$ cat src/rtl/btn_led_ctrl_pkg.sv
// ============================================================================
// btn_led_ctrl_pkg : shared FSM states, mode type and LED colour codes
// Revision: 1.0
// ============================================================================
`default_nettype none

package btn_led_ctrl_pkg;

    typedef enum logic [2:0] {
        ST_IDLE      = 3'd0,
        ST_PRESSED   = 3'd1,
        ST_LONG      = 3'd2,
        ST_RST_PULSE = 3'd3,
        ST_WAIT_REL  = 3'd4
    } state_t;

    typedef logic [1:0] mode_t;

    // LED drive codes ordered {r, g, b}; 0 lights the LED.
    localparam logic [2:0] LED_RED   = 3'b011;
    localparam logic [2:0] LED_GREEN = 3'b101;
    localparam logic [2:0] LED_BLUE  = 3'b110;
    localparam logic [2:0] LED_WHITE = 3'b000;
    localparam logic [2:0] LED_OFF   = 3'b111;

    function automatic logic [2:0] led_for_mode(input mode_t m);
        logic [2:0] code;
        code = LED_RED;
        case (m)
            2'd0:    code = LED_RED;
            2'd1:    code = LED_GREEN;
            2'd2:    code = LED_BLUE;
            default: code = LED_WHITE;
        endcase
        return code;
    endfunction

endpackage

`default_nettype wire

$ cat src/rtl/btn_led_ctrl_debounce.sv
// ============================================================================
// btn_debounce : 2-flop synchroniser followed by a stable-level debouncer
// Revision: 1.0
// ============================================================================
`default_nettype none

module btn_debounce #(
    parameter int DEBOUNCE_CYCLES = 480000
) (
    input  logic clk48,
    input  logic rst_n,
    input  logic raw,
    output logic level
);

    localparam int            CW       = $clog2(DEBOUNCE_CYCLES + 1);
    localparam logic [CW-1:0] CNT_LAST = CW'(DEBOUNCE_CYCLES - 1);
    localparam logic [CW-1:0] CNT_ONE  = CW'(1);

    logic          sync1;
    logic          sync2;
    logic [CW-1:0] cnt;

    always_ff @(posedge clk48 or negedge rst_n) begin
        if (!rst_n) begin
            sync1 <= 1'b0;
            sync2 <= 1'b0;
            cnt   <= '0;
            level <= 1'b0;
        end else begin
            sync1 <= raw;
            sync2 <= sync1;
            // Any cycle where the input agrees with the accepted level restarts the run.
            if (sync2 != level) begin
                if (cnt == CNT_LAST) begin
                    level <= sync2;
                    cnt   <= '0;
                end else begin
                    cnt <= cnt + CNT_ONE;
                end
            end else begin
                cnt <= '0;
            end
        end
    end

endmodule

`default_nettype wire

$ cat src/rtl/btn_led_ctrl.sv
// ============================================================================
// btn_led_ctrl : button-driven RGB colour selector with long-press board reset
// Option macro BTN_LONG_PRESS_RESET_EN enables the sys_rst_n pulse on long press.
// Revision: 1.0
// ============================================================================
`default_nettype none

module btn_led_ctrl
    import btn_led_ctrl_pkg::*;
#(
    parameter int DEBOUNCE_CYCLES    = 480000,
    parameter int LONG_PRESS_CYCLES  = 96000000,
    parameter int RESET_PULSE_CYCLES = 4800
) (
    input  logic       clk48,
    input  logic       rst_n,
    input  logic       usr_btn_b,
    output logic       usr_btn_a,
    output logic       rgb_led0_r,
    output logic       rgb_led0_g,
    output logic       rgb_led0_b,
    output logic       sys_rst_n,
    output logic [1:0] mode
);

    localparam int            HW        = $clog2(LONG_PRESS_CYCLES + 1);
    localparam logic [HW-1:0] HOLD_LAST = HW'(LONG_PRESS_CYCLES - 1);
    localparam logic [HW-1:0] HOLD_MAX  = HW'(LONG_PRESS_CYCLES);
    localparam logic [HW-1:0] HOLD_ONE  = HW'(1);

    state_t        state;
    state_t        state_nxt;
    mode_t         mode_nxt;
    logic [HW-1:0] hold;
    logic [HW-1:0] hold_nxt;
    logic          btn_level;

    assign usr_btn_a = 1'b1;

    btn_debounce #(
        .DEBOUNCE_CYCLES(DEBOUNCE_CYCLES)
    ) u_debounce (
        .clk48(clk48),
        .rst_n(rst_n),
        .raw  (usr_btn_b),
        .level(btn_level)
    );

`ifdef BTN_LONG_PRESS_RESET_EN
    localparam int            PW         = $clog2(RESET_PULSE_CYCLES + 1);
    localparam logic [PW-1:0] PULSE_LAST = PW'(RESET_PULSE_CYCLES - 1);
    localparam logic [PW-1:0] PULSE_ONE  = PW'(1);

    logic [PW-1:0] pulse;
    logic [PW-1:0] pulse_nxt;
`else
    // Pulse length has no effect without the board-reset option.
    if (RESET_PULSE_CYCLES < 0) begin : g_pulse_unused
    end
`endif

    always_comb begin
        state_nxt = state;
        mode_nxt  = mode;
        hold_nxt  = hold;
`ifdef BTN_LONG_PRESS_RESET_EN
        pulse_nxt = pulse;
`endif
        case (state)
            ST_IDLE: begin
                if (btn_level) begin
                    state_nxt = ST_PRESSED;
                    hold_nxt  = '0;
                end
            end
            ST_PRESSED: begin
                if (!btn_level) begin
                    state_nxt = ST_IDLE;
                    mode_nxt  = mode + 2'd1;
                end else begin
                    if (hold != HOLD_MAX) begin
                        hold_nxt = hold + HOLD_ONE;
                    end
                    if (hold == HOLD_LAST) begin
                        state_nxt = ST_LONG;
                    end
                end
            end
            ST_LONG: begin
`ifdef BTN_LONG_PRESS_RESET_EN
                state_nxt = ST_RST_PULSE;
                pulse_nxt = '0;
`else
                state_nxt = ST_WAIT_REL;
`endif
            end
`ifdef BTN_LONG_PRESS_RESET_EN
            ST_RST_PULSE: begin
                pulse_nxt = pulse + PULSE_ONE;
                if (pulse == PULSE_LAST) begin
                    state_nxt = ST_WAIT_REL;
                end
            end
`endif
            ST_WAIT_REL: begin
                if (!btn_level) begin
                    state_nxt = ST_IDLE;
                end
            end
            default: state_nxt = ST_IDLE;
        endcase
    end

    always_ff @(posedge clk48 or negedge rst_n) begin
        if (!rst_n) begin
            state <= ST_IDLE;
            mode  <= 2'd0;
            hold  <= '0;
        end else begin
            state <= state_nxt;
            mode  <= mode_nxt;
            hold  <= hold_nxt;
        end
    end

    // LEDs follow the registered mode/state, so a colour change lands one cycle after mode.
    always_ff @(posedge clk48 or negedge rst_n) begin
        if (!rst_n) begin
            {rgb_led0_r, rgb_led0_g, rgb_led0_b} <= LED_RED;
        end else if (state == ST_LONG || state == ST_RST_PULSE || state == ST_WAIT_REL) begin
            {rgb_led0_r, rgb_led0_g, rgb_led0_b} <= LED_OFF;
        end else begin
            {rgb_led0_r, rgb_led0_g, rgb_led0_b} <= led_for_mode(mode);
        end
    end

`ifdef BTN_LONG_PRESS_RESET_EN
    always_ff @(posedge clk48 or negedge rst_n) begin
        if (!rst_n) begin
            pulse     <= '0;
            sys_rst_n <= 1'b1;
        end else begin
            pulse     <= pulse_nxt;
            sys_rst_n <= (state != ST_RST_PULSE);
        end
    end
`else
    assign sys_rst_n = 1'b1;
`endif

endmodule

`default_nettype wire

$ cat config.mk
export PLATFORM = sky130hd
export DESIGN_NAME = btn_led_ctrl
export DESIGN_NICKNAME = d
export VERILOG_FILES = /design/src/rtl/btn_led_ctrl_pkg.sv /design/src/rtl/btn_led_ctrl_debounce.sv /design/src/rtl/btn_led_ctrl.sv
export SDC_FILE = /design/constraint.sdc
export NUM_CORES = 1
export LEC_CHECK = 0
export CORE_UTILIZATION = 60
export CTS_BUF_LIST = sky130_fd_sc_hd__clkbuf_8
export CTS_CLUSTER_DIAMETER = 60
export CTS_CLUSTER_SIZE = 10
export DETAILED_ROUTE_END_ITERATION = 10
export GPL_TIMING_DRIVEN = 0
export PLACE_DENSITY_LB_ADDON = 0.05
export SYNTH_ARGS = -nofsm -noshare
export SYNTH_HDL_FRONTEND = slang
export SYNTH_HIERARCHICAL = 1
export SYNTH_SLANG_ARGS = --single-unit
$ cat constraint.sdc
create_clock -name clk48 -period 4.4 [get_ports clk48]
set_input_delay 0.44 -clock clk48 [delete_from_list [all_inputs] [get_ports clk48]]
set_output_delay 0.44 -clock clk48 [all_outputs]
set_load 0.01 [all_outputs]
After elaboration in Yosys (flattened, before gate mapping)
Index checks and enable logic that the tools add are counted.

word-level totals
  input port bits = 3
  output and inout port bits = 7
  logic and storage cells = 53
  register bits = 57

operators by class
  mux-type cells = 15
  bitwise logic cells = 1
  reduce and logical (&&, ||, !) cells = 9
  add/sub/neg operators = 3
  equality and inequality tests = 15

operators with widths
  cell                   count
  $mux 27                3
  $pmux 27 s2            1
  $mux 19                2
  $add 27x1->27 const B  1
  $eq 27x27->1 const B   1
  $ne 27x27->1 const B   1
  $add 19x1->19 const B  1
  $eq 19x19->1 const B   1
  $mux 3                 4
  $pmux 3 s4             1
  $pmux 3 s3             1
  $eq 3x2->1 const B     2
  $ne 2x1->1 const B     2
  $ne 2x2->1 const B     2
  $reduce_and 2->1       2
  $reduce_and 4->1       1
  $eq 3x1->1 const B     1
  $eq 3x3->1 const B     1
  $logic_not 3->1        1
  $mux 1                 3
  $ne 3x3->1 const B     1
  $reduce_and 3->1       1
  $add 2x1->2 const B    1
  $eq 2x1->1 const B     1
  other kinds (6)        7

Depth between registers and ports, before layout
Gate-level depths: netlist (run 1).

  word-level depth = 4
  gate-level depth with buffers = 8
  gate-level depth less buffers = 7

By module
Netlist (run 1), hierarchy kept.

modules (own cells, without submodules)
  module        seq. area each (µm²)  times used  area each (µm²)  cells an instance
  btn_led_ctrl  878.3                 1           2028.2           212
  btn_debounce  550.5                 1           1119.8           102

Worst setup path before layout (run 1)
OpenSTA, ideal clock, no wires.

  path kind = reg-to-reg
  from = register u_debounce.cnt[0]
  to = register u_debounce.cnt[10]
  buffers on the path = 2
  library setup time = 0.119 ns
  cell stages (with the launch flop) = 8
  required time = 4.281 ns
  clock period less this slack = 1.821 ns
  data arrival time = 1.702 ns
  path slack = 2.579 ns
  path through = dfrtp_1 ha_1 nand3_2 or2_1 buf_6 o31ai_4 buf_6 nor2_2

on the way
  longest elaborated chain between the ends = 3
  elaborated cells on any way between the ends = 4
  classes of those cells = add/sub (1); eq/ne (1); mux (2)

ends and longest elaborated chain
  what                                                  line                                                      RTL
  start, declared                                       btn_led_ctrl_debounce.sv:22                               logic [CW-1:0] cnt;
  start signal, assigned                                btn_led_ctrl_debounce.sv:39                               cnt <= cnt + CNT_ONE;
  $add 19x1->19 / $eq 19x19->1 (equally long branches)  btn_led_ctrl_debounce.sv:39, btn_led_ctrl_debounce.sv:35
  $mux 19 (*)                                           btn_led_ctrl_debounce.sv:35                               if (cnt == CNT_LAST) begin
  $mux 19 (*)                                           btn_led_ctrl_debounce.sv:34                               if (sync2 != level) begin

Mark *: on every way between the ends. The rest lies on a longest branch, timed or not.
A chain may end at the register's enable or synchronous reset.

Worst setup path after layout (run 1)
  from = register u_debounce.cnt[0]
  to = register u_debounce.cnt[13]

The elaborated chain is that of the path after synthesis.

==> impl_metrics.yaml, run 1 <==
sta:
  finalHoldViolCount: 0
  worstMarginPinSlew_ns: 0.652
  grt_setup_unrepaired: "false"
  setup_violations: 0
  max_freq_mhz: 478
  finalMaxSlewViolations: 0
  finalCriticalPeriod_ns: 2.09
  slew_headroom_pct: 55.9
  setup_ws_ns: 2.31
  tns_ns: 0
  whs_ns: 0.0305
  fin_crit_sh_pct: 47.6
  finClkSkew_ns: 0.00936
pwr:
  max-vdd-ir-drop_mv: 0.210
  clkPwrFrac_pct: 51.7
  powerDensity_nw_per_um2: 323
  leakage_nw: 1.50
  intPower_w: 0.000924
  pwr-share-seq_pct: 46.0
  power.switching_w: 0.000229
  switching_share_pct: 19.8
  comb_power_share_pct: 2.3
finish:
  layout_common_cells: "dfrtp_1 (55), nor2_1 (24), nand2_1 (23), xnor2_1 (16), nand4_1 (15)"
  diodes: 0
  area_growth_pct: 13.2
  layout.nets: 344
  drive_above_1_share_pct: 16.8
  multi_input_area_um2: 1590
  final-seq-area_um2: 1430
  post-route-util_pct: 73.1
  layout_commonest_cell: "dfrtp_1"
  num-fill-cells: 357
worst_setup_path:
  r2r_start: "u_debounce/cnt[0]"
  cp-start-kind: "flip-flop"
  critPathKind: "reg2reg"
  cp.required_ns: 4.62
  arrival_ns: 2.31
  crit_path_end_kind: "flip-flop"
  critPathMaxFanout: 10
  cp-startpoint: "u_debounce/cnt[0]"
  r2r_slack_ns: 2.31
route:
  routed_via_density: 5.78
  detail-route-antenna-nets: 0
  post-route-drc-count: 0
  routed_wl_um: 6170
  wire_per_inst_um: 15.2
  drt-pass1-iter-count: 4
  drt_iter0_drc: 114
  vias: 2348
synthesis:
  ys_ff_latch: 57
  synth_edf_count: 0
  synthTopCellsByArea: "dfrtp_1 (44%), xnor2_1 (4.5%), nand4_1 (3.0%)"
  synth.avg_cell_area_um2: 10.0
  synth_top_area_share_pct: 43.7
  yosysTopAreaCell: "dfrtp_1"
  synth_cells: 314
  yosys_warnings: 6
  ys_seq_area_share_pct: 45.4
  ys_types: 64
  syn_area_um2: 3150
  async_flop_share_pct: 100
  synth-main-ff-cell: "dfrtp_1"
place:
  io_buffers: 7
  place_ws_ns: 2.34
  gp_congestion: 0.828
  hpwl_um: 4240
clock_tree:
  ctsHoldBuffers: 0
  h-tree-depth: 3
  clock-sinks: 57
  clk_pin_slew_ns: 0.07
  cts_resized: 0
  clock_latency_ns: 0.33
  numCtsBuffers: 9
  cts_root_buf: "clkbuf_8"
  cts_buffer_depth: 2
  cts_tree: "yes"
  postCtsSetupRepairBufs: 0
floorplan:
  io_pins: 10
  die_w_um: 74.4
  dieArea_um2: 5540
  rows: 25
  die_h_um: 74.4
  start_util_pct: 64.5
  coreArea_um2: 4880
outcome:
  outcome: "finished clean"
job:
  drv_cap: 0
grt:
  grt_pass1_vias: 2218
  grt_usage_pct: 25.3
  grt_max_degree: 42
  antenna_found_initial: 0
  grt_pass1_wl_um: 10400
  grt_overflow: 0
worst_hold_path:
  min_path_type: "in2async"
==> through the flow <==
step	instances	cell area (um2)	power (W)
after floorplan	315	3150	0.000551
after global placement	389	3310	0.000565
after detailed placement	390	3320	0.000567
after CTS	406	3560	0.00116
after global routing	406	3560	0.00119
final	406	3560	0.00115
==> layer usage <==
layer	vias to the layer above	wire length, um	track usage (%)
li1	1171	-	-
met1	1148	2820	31.0
met2	23	3120	43.5
met3	6	160	6.23
met4	0	64	9.01
met5	-	0	0
==> final cells by class <==
| class | instances | share of cell area (%) |
|---|---|---|
| Clock inverter | 6 | 2.98 |
| Clock buffer | 10 | 3.86 |
| Buffer | 12 | 2.46 |
| Inverter | 12 | 1.26 |
| Multi-Input combinational cell | 234 | 44.6 |
| Sequential cell | 57 | 40.1 |
| Timing Repair Buffer | 8 | 2.39 |
| Tap cell | 67 | 2.35 |
==> worst max-delay path, cell delays in order, from the launching register on <==
cell     delay (ns)
dfrtp_1        0.40
ha_1           0.26
nand3_2        0.15
or2_1          0.25
buf_6          0.14
o31ai_4        0.48
buf_6          0.24
nor2_2         0.05
==> cell usage after synthesis (all sizes together), types with 7 or more instances <==
master  count
xor2       10
xnor2      16
nand2      23
dfrtp      55
nand4      18
nor3       10
nor2       34
buf         8
nand3      12
nor4       12
o21ai      13
inv        12
a21oi      15
ha          7
==> power by group through the flow <==
| stage | Clock (W) | Combinational, W | Sequential, W |
|---|---|---|---|
| 3_3_place_gp | 0 | 0.0000249 | 0.000540 |
| 6_report | 0.000596 | 0.0000261 | 0.000530 |
| 2_1_floorplan | 0 | 0.0000114 | 0.000539 |
| 3_5_place_dp | 0 | 0.0000266 | 0.000540 |
| 5_1_grt | 0.000631 | 0.0000297 | 0.000530 |
| 4_1_cts | 0.000607 | 0.0000268 | 0.000530 |
==> cell families (layout without fill, tap and decap cells) <==
kind of cell,Yosys count,in the layout,synth area share (%)
buf+inv,24,48,4.21
fa+ha+maj,7,7,2.78
xor+xnor,26,26,7.23
compound gates,45,45,9.94
flops,57,57,45.4
simple gates,150,150,29.0
other cells,1,2,0.119
mux,4,4,1.31
==> path summary, 6_finish.rpt <==
kind	end	depth (start not counted)
setup / recovery	u_debounce/cnt[13]	7
hold / removal	hold[6]	1
setup reg to reg	u_debounce/cnt[13]	7
hold reg to reg	u_debounce/sync2	0
max in group asynchronous	rgb_led0_b	2
min in group clk48	u_debounce/sync2	0
==> sequential cells by signal, indices dropped and copies added, names as in the netlist <==
register,cells
u_debounce/sync2,1
mode,2
hold,27
rgb_led0_b,1
rgb_led0_r,1
rgb_led0_g,1
u_debounce/sync1,1
u_debounce/level,1
u_debounce/cnt,19
state,3
Power figures use the tool's default switching activity.
==> run 2: changes to the inputs <==
--- a/config.mk
+++ b/config.mk
@@ -5,7 +5,7 @@
 export SDC_FILE = /design/constraint.sdc
 export NUM_CORES = 1
 export LEC_CHECK = 0
-export CORE_UTILIZATION = 60
+export CORE_UTILIZATION = 57
 export CTS_BUF_LIST = sky130_fd_sc_hd__clkbuf_8
 export CTS_CLUSTER_DIAMETER = 60
 export CTS_CLUSTER_SIZE = 10
==> constraint.sdc (replaced) <==
create_clock -name clk48 -period 1.7 [get_ports clk48]
set_input_delay 0.17 -clock clk48 [delete_from_list [all_inputs] [get_ports clk48]]
set_output_delay 0.17 -clock clk48 [all_outputs]
set_load 0.01 [all_outputs]
==> impl_metrics.yaml, run 2 (synthesis gave the netlist of run 1 again) <==
outcome:
  outcome: "finished with violations"
  violations: "negative setup slack"
place:
  place_ws_ns: -0.329
  io_buffers: 7
  placedCellCount: 393
  place_area_um2: 3360
  hpwl_um: 4340
  gp_congestion: 0.780
floorplan:
  io_pins: 10
  die_w_um: 76.3
  die_h_um: 76.3
  rows: 26
  start_util_pct: 60.5
  coreArea_um2: 5200
  dieArea_um2: 5820
clock_tree:
  clk_pin_slew_ns: 0.07
  clock-sinks: 57
  cts_root_buf: "clkbuf_8"
  cts_buffer_depth: 2
  cts_tree: "yes"
  numCtsBuffers: 9
  clock_latency_ns: 0.34
  h-tree-depth: 3
grt:
  antenna_found_initial: 0
  grt_max_degree: 42
  grt_pass1_wl_um: 12000
  grt_usage_pct: 26.5
  grt_overflow: 0
  grt_pass1_vias: 2622
pwr:
  intPower_w: 0.00214
  clkPwrFrac_pct: 46.4
  pwr-share-seq_pct: 50.3
  comb_power_share_pct: 3.3
  power.switching_w: 0.000595
  powerDensity_nw_per_um2: 644
  switching_share_pct: 21.8
  max-vdd-ir-drop_mv: 0.589
  leakage_nw: 1.83
job:
  drv_cap: 0
sta:
  max_freq_mhz: 525
  fin_crit_sh_pct: 112
  setup_ws_ns: -0.205
  finalHoldViolCount: 0
  finalMaxSlewViolations: 0
  tns_ns: -2.15
  setup_violations: 21
  finalCriticalPeriod_ns: 1.91
  grt_setup_unrepaired: "true"
  finClkSkew_ns: 0.00747
finish:
  fin_area_um2: 4250
  layout_common_cells: "dfrtp_1 (41), buf_4 (35), nand2_1 (23), nor2_1 (22)"
  layout_commonest_cell: "dfrtp_1"
  finalNonFillerCells: 446
  num-fill-cells: 298
  regMostFlops: "hold"
  area_growth_pct: 35.0
  diodes: 0
  largest_reg_flops: 27
  drive_above_1_share_pct: 41.2
  post-route-util_pct: 81.6
  largestRegisters: "hold (27), u_debounce/cnt (19), state (3)"
  layout.nets: 382
worst_setup_path:
  cp_cell_sequence: "or4b_4, nor4_4, a21o_4, buf_12, o211ai_1, o31ai_1"
  slowest_delay_ns: 0.56
  critPathMaxFanout: 6
  r2r_start: "hold[22]"
  critPathBufInv: 1
  crit_path_end_kind: "flip-flop"
  cp_top_family: "simple AND/OR/NAND/NOR gates"
  arrival_ns: 2.14
  slowest_stage: "or4b_4"
  cp-startpoint: "hold[22]"
  critPathKind: "reg2reg"
  cp.required_ns: 1.93
  cp-start-kind: "flip-flop"
route:
  wire_per_inst_um: 18.0
  vias: 2706
  routed_via_density: 6.07
  routed_wl_um: 8030
  post-route-drc-count: 0
  drt-pass1-iter-count: 4
  drt_iter0_drc: 228
  detail-route-antenna-nets: 0
worst_hold_path:
  min_path_type: "in2reg"
  hold_start: "usr_btn_b"
run 2: cell types whose count changed in the layout (fill, tap and decap cells not counted), sizes merged:
cell         delta
buf            +37
clkinv          +1
dlygate4sd3     +1
bufinv          -2
clkinvlp        -1
clkbuf          +1
run 2: stage by stage:
stage / power, W / hold WS, ns
global placement: 0.00147 / 0.333
CTS: 0.00275 / 0.269
detailed placement: 0.00147 / 0.127
floorplan: 0.00143 / -0.126
finish: 0.00273 / 0.276
global route: 0.00281 / 0.281
run 2: worst paths after layout:
kind                                         end  slack [ns]  depth (start not counted)
worst max-delay path                    hold[11]       -0.21                          6
worst min-delay path            u_debounce/sync1        0.28                          1
worst max register to register          hold[11]       -0.21                          6
worst min register to register  u_debounce/sync2        0.36                          0
max in group asynchronous             rgb_led0_b        0.80                          3
min in group asynchronous                hold[8]        0.29                          2
run 2: worst reg2reg max path, stage by stage (launching register included):
cell and delay [ns]:
dfrtp_1 0.41, or4b_4 0.56, nor4_4 0.27, a21o_4 0.22
buf_12 0.12, o211ai_1 0.09, o31ai_1 0.11
run 2: metal layers:
metal / global-route usage [%] / vias up / part of all wire [%] / wire (um)
met5: 0 / - / 0 / 0
met4: 17.1 / 0 / 4.3 / 344
met3: 4.07 / 35 / 4.6 / 367
met2: 46.0 / 88 / 53 / 4260
met1: 30.5 / 1330 / 38 / 3060
li1: - / 1253 / - / -
run 2: power by group through the flow:
stage                     sequential (W)  clock (W)  combinational (W)
final                            0.00137    0.00127          0.0000900
after global routing             0.00137    0.00134           0.000101
after CTS                        0.00137    0.00129          0.0000889
after detailed placement         0.00140          0          0.0000731
after global placement           0.00140          0          0.0000667
after floorplan                  0.00140          0          0.0000314
run 2: final cells by class:
class                      count  area [um2]  area share (%)
inverter                      12        45.0            1.06
tap                           70        87.6            2.06
clock buffer                  11         151            3.56
timing repair buffer          48         428            10.1
buffer                        10         100            2.36
clock inverter                 4        43.8            1.03
sequential                    57        1450            34.0
multi-input combinational    234        1950            45.8
run 2: what timing repair did:
action / 4_1_cts / 5_1_grt
setup buffers: 22 / 15
pin swaps: 20 / 21
setup endpoints to repair: 44 / 46
endpoints found under the hold margin: 16 / 0
gates resized for setup: 40 / 55
gates cloned: 1 / 1
hold buffers: 1 / 0
